`config.mk`:
```
export PLATFORM = sky130hd
export DESIGN_NAME = stopwatch_display
export DESIGN_NICKNAME = d
export VERILOG_FILES = /design/src/rtl/stopwatch_display.sv
export SDC_FILE = /design/constraint.sdc
export NUM_CORES = 1
export LEC_CHECK = 0
export BUFFER_PORTS_ARGS = -buffer_cell sky130_fd_sc_hd__buf_2
export CORE_AREA = 3 3 73 75
export CTS_CLUSTER_DIAMETER = 30
export DETAILED_ROUTE_END_ITERATION = 6
export DIE_AREA = 0 0 76 78
export GPL_TIMING_DRIVEN = 0
export HOLD_SLACK_MARGIN = 0.03
export PLACE_DENSITY = 0.84
export SLEW_MARGIN = 20
export SYNTH_ARGS = -nofsm -noshare
export SYNTH_HDL_FRONTEND = slang
export SYNTH_SLANG_ARGS = --single-unit
```
`constraint.sdc`:
```
create_clock -name clk -period 3.1 [get_ports clk]
set_clock_uncertainty 0.05 [all_clocks]
set_input_delay 0.465 -clock clk [delete_from_list [all_inputs] [get_ports clk]]
set_output_delay 0.465 -clock clk [all_outputs]
set_load 0.01 [all_outputs]
```
`src/rtl/stopwatch_display.sv`:
```
`default_nettype none
// ============================================================================
// Module      : stopwatch_display
// Description : Multiplexed 4-digit 7-segment driver for an MM:SS stopwatch
//               with frame-coherent digit snapshot and adjust-mode blinking.
// Revision    : 1.0 - initial release
// ============================================================================
module stopwatch_display #(
    parameter int REFRESH_DIV  = 100000,
    parameter int BLINK_FRAMES = 64
) (
    input  logic       clk,
    input  logic       rst,
    input  logic       adj,
    input  logic       sel,
    input  logic [2:0] m10,
    input  logic [3:0] m1,
    input  logic [2:0] s10,
    input  logic [3:0] s1,
    output logic [3:0] an,
    output logic [6:0] seg,
    output logic       dp
);

    localparam int c_REFRESH_W = (REFRESH_DIV > 2) ? $clog2(REFRESH_DIV) : 1;
    localparam int c_FRAME_W   = (BLINK_FRAMES > 1) ? $clog2(BLINK_FRAMES) : 1;
    localparam logic [c_REFRESH_W-1:0] c_REFRESH_MAX = c_REFRESH_W'(REFRESH_DIV - 1);
    localparam logic [c_FRAME_W-1:0]   c_FRAME_MAX   = c_FRAME_W'(BLINK_FRAMES - 1);
    localparam logic [6:0] c_SEG_DASH  = 7'b0111111;
    localparam logic [6:0] c_SEG_BLANK = 7'b1111111;

    logic [c_REFRESH_W-1:0] r_refresh;
    logic [1:0]             r_idx;
    logic [c_FRAME_W-1:0]   r_frame;
    logic                   r_phase;   // 1 = hidden
    logic [2:0]             r_snap_m10;
    logic [3:0]             r_snap_m1;
    logic [2:0]             r_snap_s10;
    logic [3:0]             r_snap_s1;

    logic       w_digit_wrap;
    logic       w_frame_end;
    logic       w_blink_wrap;
    logic [3:0] w_val;
    logic       w_tens;
    logic [6:0] w_code;
    logic       w_blank;
    logic [3:0] w_an;
    logic [6:0] w_seg;
    logic       w_dp;

    assign w_digit_wrap = (r_refresh == c_REFRESH_MAX);
    assign w_frame_end  = w_digit_wrap && (r_idx == 2'd3);
    assign w_blink_wrap = (r_frame == c_FRAME_MAX);

    // Scan timing runs purely off the refresh counter, never off the data.
    always_ff @(posedge clk or posedge rst) begin
        if (rst) begin
            r_refresh <= '0;
            r_idx     <= 2'd0;
        end else begin
            if (w_digit_wrap) begin
                r_refresh <= '0;
                r_idx     <= r_idx + 2'd1;
            end else begin
                r_refresh <= r_refresh + 1'b1;
            end
        end
    end

    always_ff @(posedge clk or posedge rst) begin
        if (rst) begin
            r_snap_m10 <= '0;
            r_snap_m1  <= '0;
            r_snap_s10 <= '0;
            r_snap_s1  <= '0;
        end else if (w_frame_end) begin
            r_snap_m10 <= m10;
            r_snap_m1  <= m1;
            r_snap_s10 <= s10;
            r_snap_s1  <= s1;
        end
    end

    // Holding the counter at zero outside adjust guarantees a full visible
    // half-period every time adjust mode is entered.
    always_ff @(posedge clk or posedge rst) begin
        if (rst) begin
            r_frame <= '0;
            r_phase <= 1'b0;
        end else if (!adj) begin
            r_frame <= '0;
            r_phase <= 1'b0;
        end else if (w_frame_end) begin
            if (w_blink_wrap) begin
                r_frame <= '0;
                r_phase <= ~r_phase;
            end else begin
                r_frame <= r_frame + 1'b1;
            end
        end
    end

    always_comb begin
        w_val  = r_snap_s1;
        w_tens = 1'b0;
        case (r_idx)
            2'd0: begin w_val = r_snap_s1;           w_tens = 1'b0; end
            2'd1: begin w_val = {1'b0, r_snap_s10};  w_tens = 1'b1; end
            2'd2: begin w_val = r_snap_m1;           w_tens = 1'b0; end
            2'd3: begin w_val = {1'b0, r_snap_m10};  w_tens = 1'b1; end
            default: begin w_val = r_snap_s1;        w_tens = 1'b0; end
        endcase
    end

    always_comb begin
        w_code = c_SEG_DASH;
        case (w_val)
            4'd0: w_code = 7'b1000000;
            4'd1: w_code = 7'b1111001;
            4'd2: w_code = 7'b0100100;
            4'd3: w_code = 7'b0110000;
            4'd4: w_code = 7'b0011001;
            4'd5: w_code = 7'b0010010;
            4'd6: w_code = 7'b0000010;
            4'd7: w_code = 7'b1111000;
            4'd8: w_code = 7'b0000000;
            4'd9: w_code = 7'b0010000;
            default: w_code = c_SEG_DASH;
        endcase
        if (w_tens && (w_val > 4'd5)) begin
            w_code = c_SEG_DASH;
        end
    end

    // adj gates the phase directly so dropping adjust shows immediately.
    assign w_blank = adj && r_phase && (sel ? !r_idx[1] : r_idx[1]);

    always_comb begin
        w_an  = ~(4'b0001 << r_idx);
        w_seg = w_blank ? c_SEG_BLANK : w_code;
        w_dp  = (r_idx != 2'd2);
    end

    always_ff @(posedge clk or posedge rst) begin
        if (rst) begin
            an  <= 4'b1111;
            seg <= c_SEG_BLANK;
            dp  <= 1'b1;
        end else begin
            an  <= w_an;
            seg <= w_seg;
            dp  <= w_dp;
        end
    end

endmodule
`default_nettype wire

```
# After elaboration in Yosys (flattened, before gate mapping)
# Memories as Yosys holds them, arrays and structs flattened.
# Cells that the tools add are included.
# totals
output_inout_bits	12
n_memories	1
romBits	112
regBits	52
# mem_list
name	depth	width	read_ports	rd_clocked_by_memory_dff	wr	line	rtl
(name not given)	16	7	1	0	0	118	case (w_val)
# op_classes
n_shift	1
n_reduce_logical	9
mux	12
eq_ne	8
bitwise_logic	2
magnitude_cmp	1
n_addsub	3
# ops
operator	n
two-way mux 6 bit	3
adder 17 x 1 -> 17 bit, second input constant	1
equality test 17 bit, second input constant	1
two-way mux 17 bit	1
one-hot mux 4 bit (4 select lines)	1
two-way mux 7 bit	2
adder 6 x 1 -> 6 bit, second input constant	1
equality test 6 bit, second input constant	1
equality test 2 bit, second input constant	2
greater-than comparator 4 x 3 -> 1 bit, second input constant	1
logical AND 1 bit	4
two-way mux 1 bit	4
inequality test 2 x 1 -> 1 bit, second input constant	2
NOT 4 bit	1
OR reduction 2 bit	2
left shift 1 x 2 -> 4 bit, first input constant	1
adder 2 x 1 -> 2 bit, second input constant	1
equality test 2 x 1 -> 1 bit, second input constant	1
logical NOT 2 bit	1
inequality test 2 bit, second input constant	1
one-hot mux 1 bit (2 select lines)	1
AND reduction 2 bit	1
logical NOT 1 bit	1
NOT 1 bit	1

# Longest topological paths before layout
# depth
depth_word	6
ltp_mapped	9
depth_no_buf	9

# Worst setup path after synthesis
# OpenSTA, ideal clock, no wires.
# synth_path
path_type	register to register
start	reg r_idx[1]
end	reg seg[1]
period_less_slack_ps	2177
slack_ps	923
stages_incl_launch_ff	10
path_buffers	0
arrival_time_ps	2033
setup_ps	94
path_cell_list	dfrtp_1 inv_1 ha_1 a222oi_1 a21o_1 inv_1 ha_1 a211oi_1 a21o_1 a32oi_1
# synth_via
elab_chain_cells	6
# synth_rtl
element	line	rtl
from (decl)	33	logic [1:0] r_idx;
from (signal assigned)	64	r_idx <= r_idx + 2'd1;
equality test 2 bit (tied with other cells)	107	case (r_idx)
one-hot mux 4 bit (4 select lines) / OR reduction 2 bit (equally long branches)	--	
greater-than comparator 4 x 3 -> 1 bit / one-hot mux 1 bit (2 select lines) (equally long branches)	131, 107	
logical AND 1 bit	131	if (w_tens && (w_val > 4'd5)) begin
two-way mux 7 bit	131	
two-way mux 7 bit *	141	w_seg = w_blank ? c_SEG_BLANK : w_code;
named net w_seg[1]	49	logic [6:0] w_seg;
to (signal assigned)	148	seg <= c_SEG_BLANK;
to (signal assigned)	152	seg <= w_seg;
to (decl)	21	output logic [6:0] seg,
# Mark *: on every way through the listed nets, which the timed path passes. The rest lies on a longest branch.
# A chain may end at the register's enable or synchronous reset.

# Worst setup path in the final report
# Ends and elaborated chain as after synthesis.

==> impl_metrics.json <==
{
  "initial_core_util_pct": 54.9,
  "post_cts_resized": 0,
  "nFillCells": 381,
  "fmax_mhz": 372,
  "cap_violations": 0,
  "period_minus_slack_ns": 2.69,
  "hp-class": "primary input to async pin",
  "synth_xor_area_share_pct": 5.07,
  "nNetsFinal": 304,
  "power_frac_clock_pct": 35.3,
  "synth_top_area_cell": "dfrtp_1",
  "met2_length_um": 2610,
  "numCtsBuffers": 5,
  "coreArea_um2": 4720,
  "yosysSeqAreaShare_pct": 49.8,
  "worstMarginPinSlew_ns": 0.672,
  "synth_top_family_by_area": "simple AND/OR/NAND/NOR gates",
  "grt_max_degree": 27,
  "hpwlAfterDp_um": 3810,
  "slew_headroom_pct": 54.9,
  "dieHeight_um": 78,
  "powerDensity_nw_per_um2": 367,
  "areaGrowthSynthToFinish_pct": 12.9,
  "setup_viol": 0,
  "cts_setup_buffers": 0,
  "synth_warnings": 0,
  "clockBufferDepth": 2,
  "yosysTopAreaCellShare_pct": 38.6,
  "path_cells": "inv_1 -> ha_1 -> a222oi_1 -> a21o_1 -> inv_1 -> ha_1 -> a211oi_1 -> a21o_1 -> a32oi_1",
  "p_sw_share_pct": 22.3,
  "worstSetupStartpointType": "register",
  "netlist_area_um2": 2590,
  "power.internal_mw": 0.834,
  "synth_edf_count": 0,
  "grt.total_usage_pct": 19.3,
  "rsz0062_at_grt": "no",
  "outcome": "finished, final reports clean",
  "synth_fa_ha_area_share_pct": 4.83,
  "finalPower_mw": 1.07,
  "synth_area_per_cell_um2": 10.8,
  "drt-initial-drc-count": 117,
  "yosys.area_share.simple_pct": 17.3,
  "critical_path_buf_inv_count": 2,
  "clock-root-buffer": "clkbuf_8",
  "synthTopCellsByArea": "dfrtp_1 39%, dfstp_2 11%, mux2_1 5.2%",
  "syn_inst": 239,
  "portBuffers": 29,
  "cp-end-kind": "register",
  "routedLengthMet1_um": 2430,
  "crit_fanout": 6,
  "cts_tree": "done",
  "clk_latency_ns": 0.31,
  "synth_nets": 267,
  "ys_ff_latch": 51,
  "ant_nets": 0,
  "period_share_pct": 86.7,
  "critPathKind": "register to register",
  "wirelength_um": 5230,
  "cpLargestDelayFamily": "compound AO/OA/AOI/OAI gates",
  "grt_pass1_wl_um": 9310,
  "critPathSlowestCell": "a222oi_1",
  "hold_viol": 0,
  "gp_congestion": 0.851,
  "htreeDepth": 2,
  "antenna_found_initial": 0,
  "drv_slew": 0,
  "p_comb_share_pct": 2.7,
  "remaining_drc_errors": 0,
  "muxShareOfSynthArea_pct": 6.81,
  "switchingPower_mw": 0.239,
  "synth_top_flop_cell": "dfrtp_1",
  "antennaDiodeCount": 0,
  "slowest_delay_ns": 0.61,
  "async_reset_ff_share_pct": 100,
  "gr-total-overflow": 0,
  "utilization_pct": 62.0,
  "clk_pin_slew_worst_paths_ns": 0.10,
  "ir_drop_uv": 184,
  "grt_pass1_vias": 1970,
  "dr_wl_met3_um": 161,
  "top_layer": "met4",
  "power.share.sequential_pct": 62.0,
  "post_drt_via_cell_ratio": 5.74,
  "die_w_um": 76,
  "drive_above_1_share_pct": 21.3,
  "drtPass1Iterations": 4,
  "holdBufCountCts": 0,
  "critical_path_required_ns": 3.27,
  "route.vias.total": 1976,
  "num_rows": 25,
  "ys_types": 48,
  "fin_tns_setup_ns": 0,
  "post_drt_wl_per_cell_um": 15.2,
  "p_leak_nw": 1.35,
  "io_pins": 30,
  "worstPathArrival_ns": 2.86,
  "cts_num_sinks": 51,
  "dieArea_um2": 5930,
  "synth-compound-area-share_pct": 12.3
}
## final cells by class
type | count | area (µm²) | share of cell area [%]
tap | 67 | 83.8 | 2.86
multi-input combinational | 165 | 1200 | 41.0
timing repair buffer | 30 | 165 | 5.64
buffer | 8 | 45.0 | 1.54
sequential | 51 | 1290 | 44.1
clock inverter | 2 | 12.5 | 0.428
inverter | 15 | 56.3 | 1.92
clock buffer | 6 | 72.6 | 2.48
## stage by stage
stage                     instance area, µm²  instances  hold WS, ns  setup WS, ns
after global routing                    2930        344        0.190         0.243
after CTS                               2930        344        0.159         0.457
after global placement                  2820        335        0.420         0.555
after floorplan                         2590        239        0.405         0.923
final                                   2930        344        0.145         0.413
after detailed placement                2840        336        0.429         0.497
## state kept, by name (all words and copies together), names as in the netlist
signal	count
an	4
r_snap_m1	4
r_idx	2
r_refresh	17
r_phase	1
r_frame	6
r_snap_s1	4
seg	7
r_snap_m10	3
r_snap_s10	3
## Yosys cell counts (2+ instances only)
library cell	number
a211oi_1	2
a21o_1	3
a21oi_1	13
a222oi_1	3
a32o_1	2
a32oi_1	2
and2_1	3
and3_1	4
and4_1	5
buf_2	3
clkbuf_1	3
dfrtp_1	40
dfstp_2	11
ha_1	10
inv_1	14
mux2_1	12
mux2i_1	3
nand2_1	9
nand3_1	18
nand4_1	3
nor2_1	9
nor3_1	6
o21ai_0	3
o21ai_1	10
o31ai_1	6
or3_1	3
or4_1	5
xnor2_1	8
xor2_1	7
## routing by layer
layer,global-route usage [%],up-vias
li1,-,951
met1,25.4,978
met2,32.2,43
met3,4.29,4
met4,5.80,0
met5,0,-
## power groups by stage
stage,registers [mW],clock network [mW],logic (mW)
6_report,0.665,0.380,0.0289
5_1_grt,0.666,0.414,0.0338
4_1_cts,0.665,0.390,0.0302
3_5_place_dp,0.678,0,0.0303
3_3_place_gp,0.678,0,0.0260
2_1_floorplan,0.678,0,0.0113
## worst paths after layout
| kind | start | end | slack, ns | cells past startpoint |
|---|---|---|---|---|
| worst max-delay path | r_idx[1] | seg[1] | 0.41 | 9 |
| max in group asynchronous | rst | r_refresh[9] | 2.32 | 3 |
| worst min register to register | r_snap_m1[1] | r_snap_m1[1] | 0.44 | 1 |
| worst min-delay path | rst | r_snap_s1[1] | 0.14 | 2 |
| worst max register to register | r_idx[1] | seg[1] | 0.41 | 9 |
| min in group clk | s1[1] | r_snap_s1[1] | 0.32 | 2 |
## logic make-up after synthesis
family / Yosys count
XOR/XNOR: 15
AO/OA/AOI/OAI: 49
flip-flops: 51
adder cells (fa/ha/maj): 10
buffers and inverters: 23
AND/OR/NAND/NOR: 75
multiplexers: 16
## cell usage in the layout, fill, tap and decap left out, drive strengths merged, types with 2 or more instances in the layout
cell type and count:
a211oi 2, a21o 3, a21oi 13, a222oi 3
a32o 2, a32oi 2, and2 3, and3 4
and4 5, buf 35, clkbuf 9, dfrtp 40
dfstp 11, ha 10, inv 15, mux2 13
mux2i 3, nand2 9, nand3 18, nand4 3
nor2 9, nor3 6, nor4 2, nor4b 2
o21ai 13, o31ai 6, or3 3, or4 5
xnor2 8, xor2 7
Power figures use the tool's default switching activity.
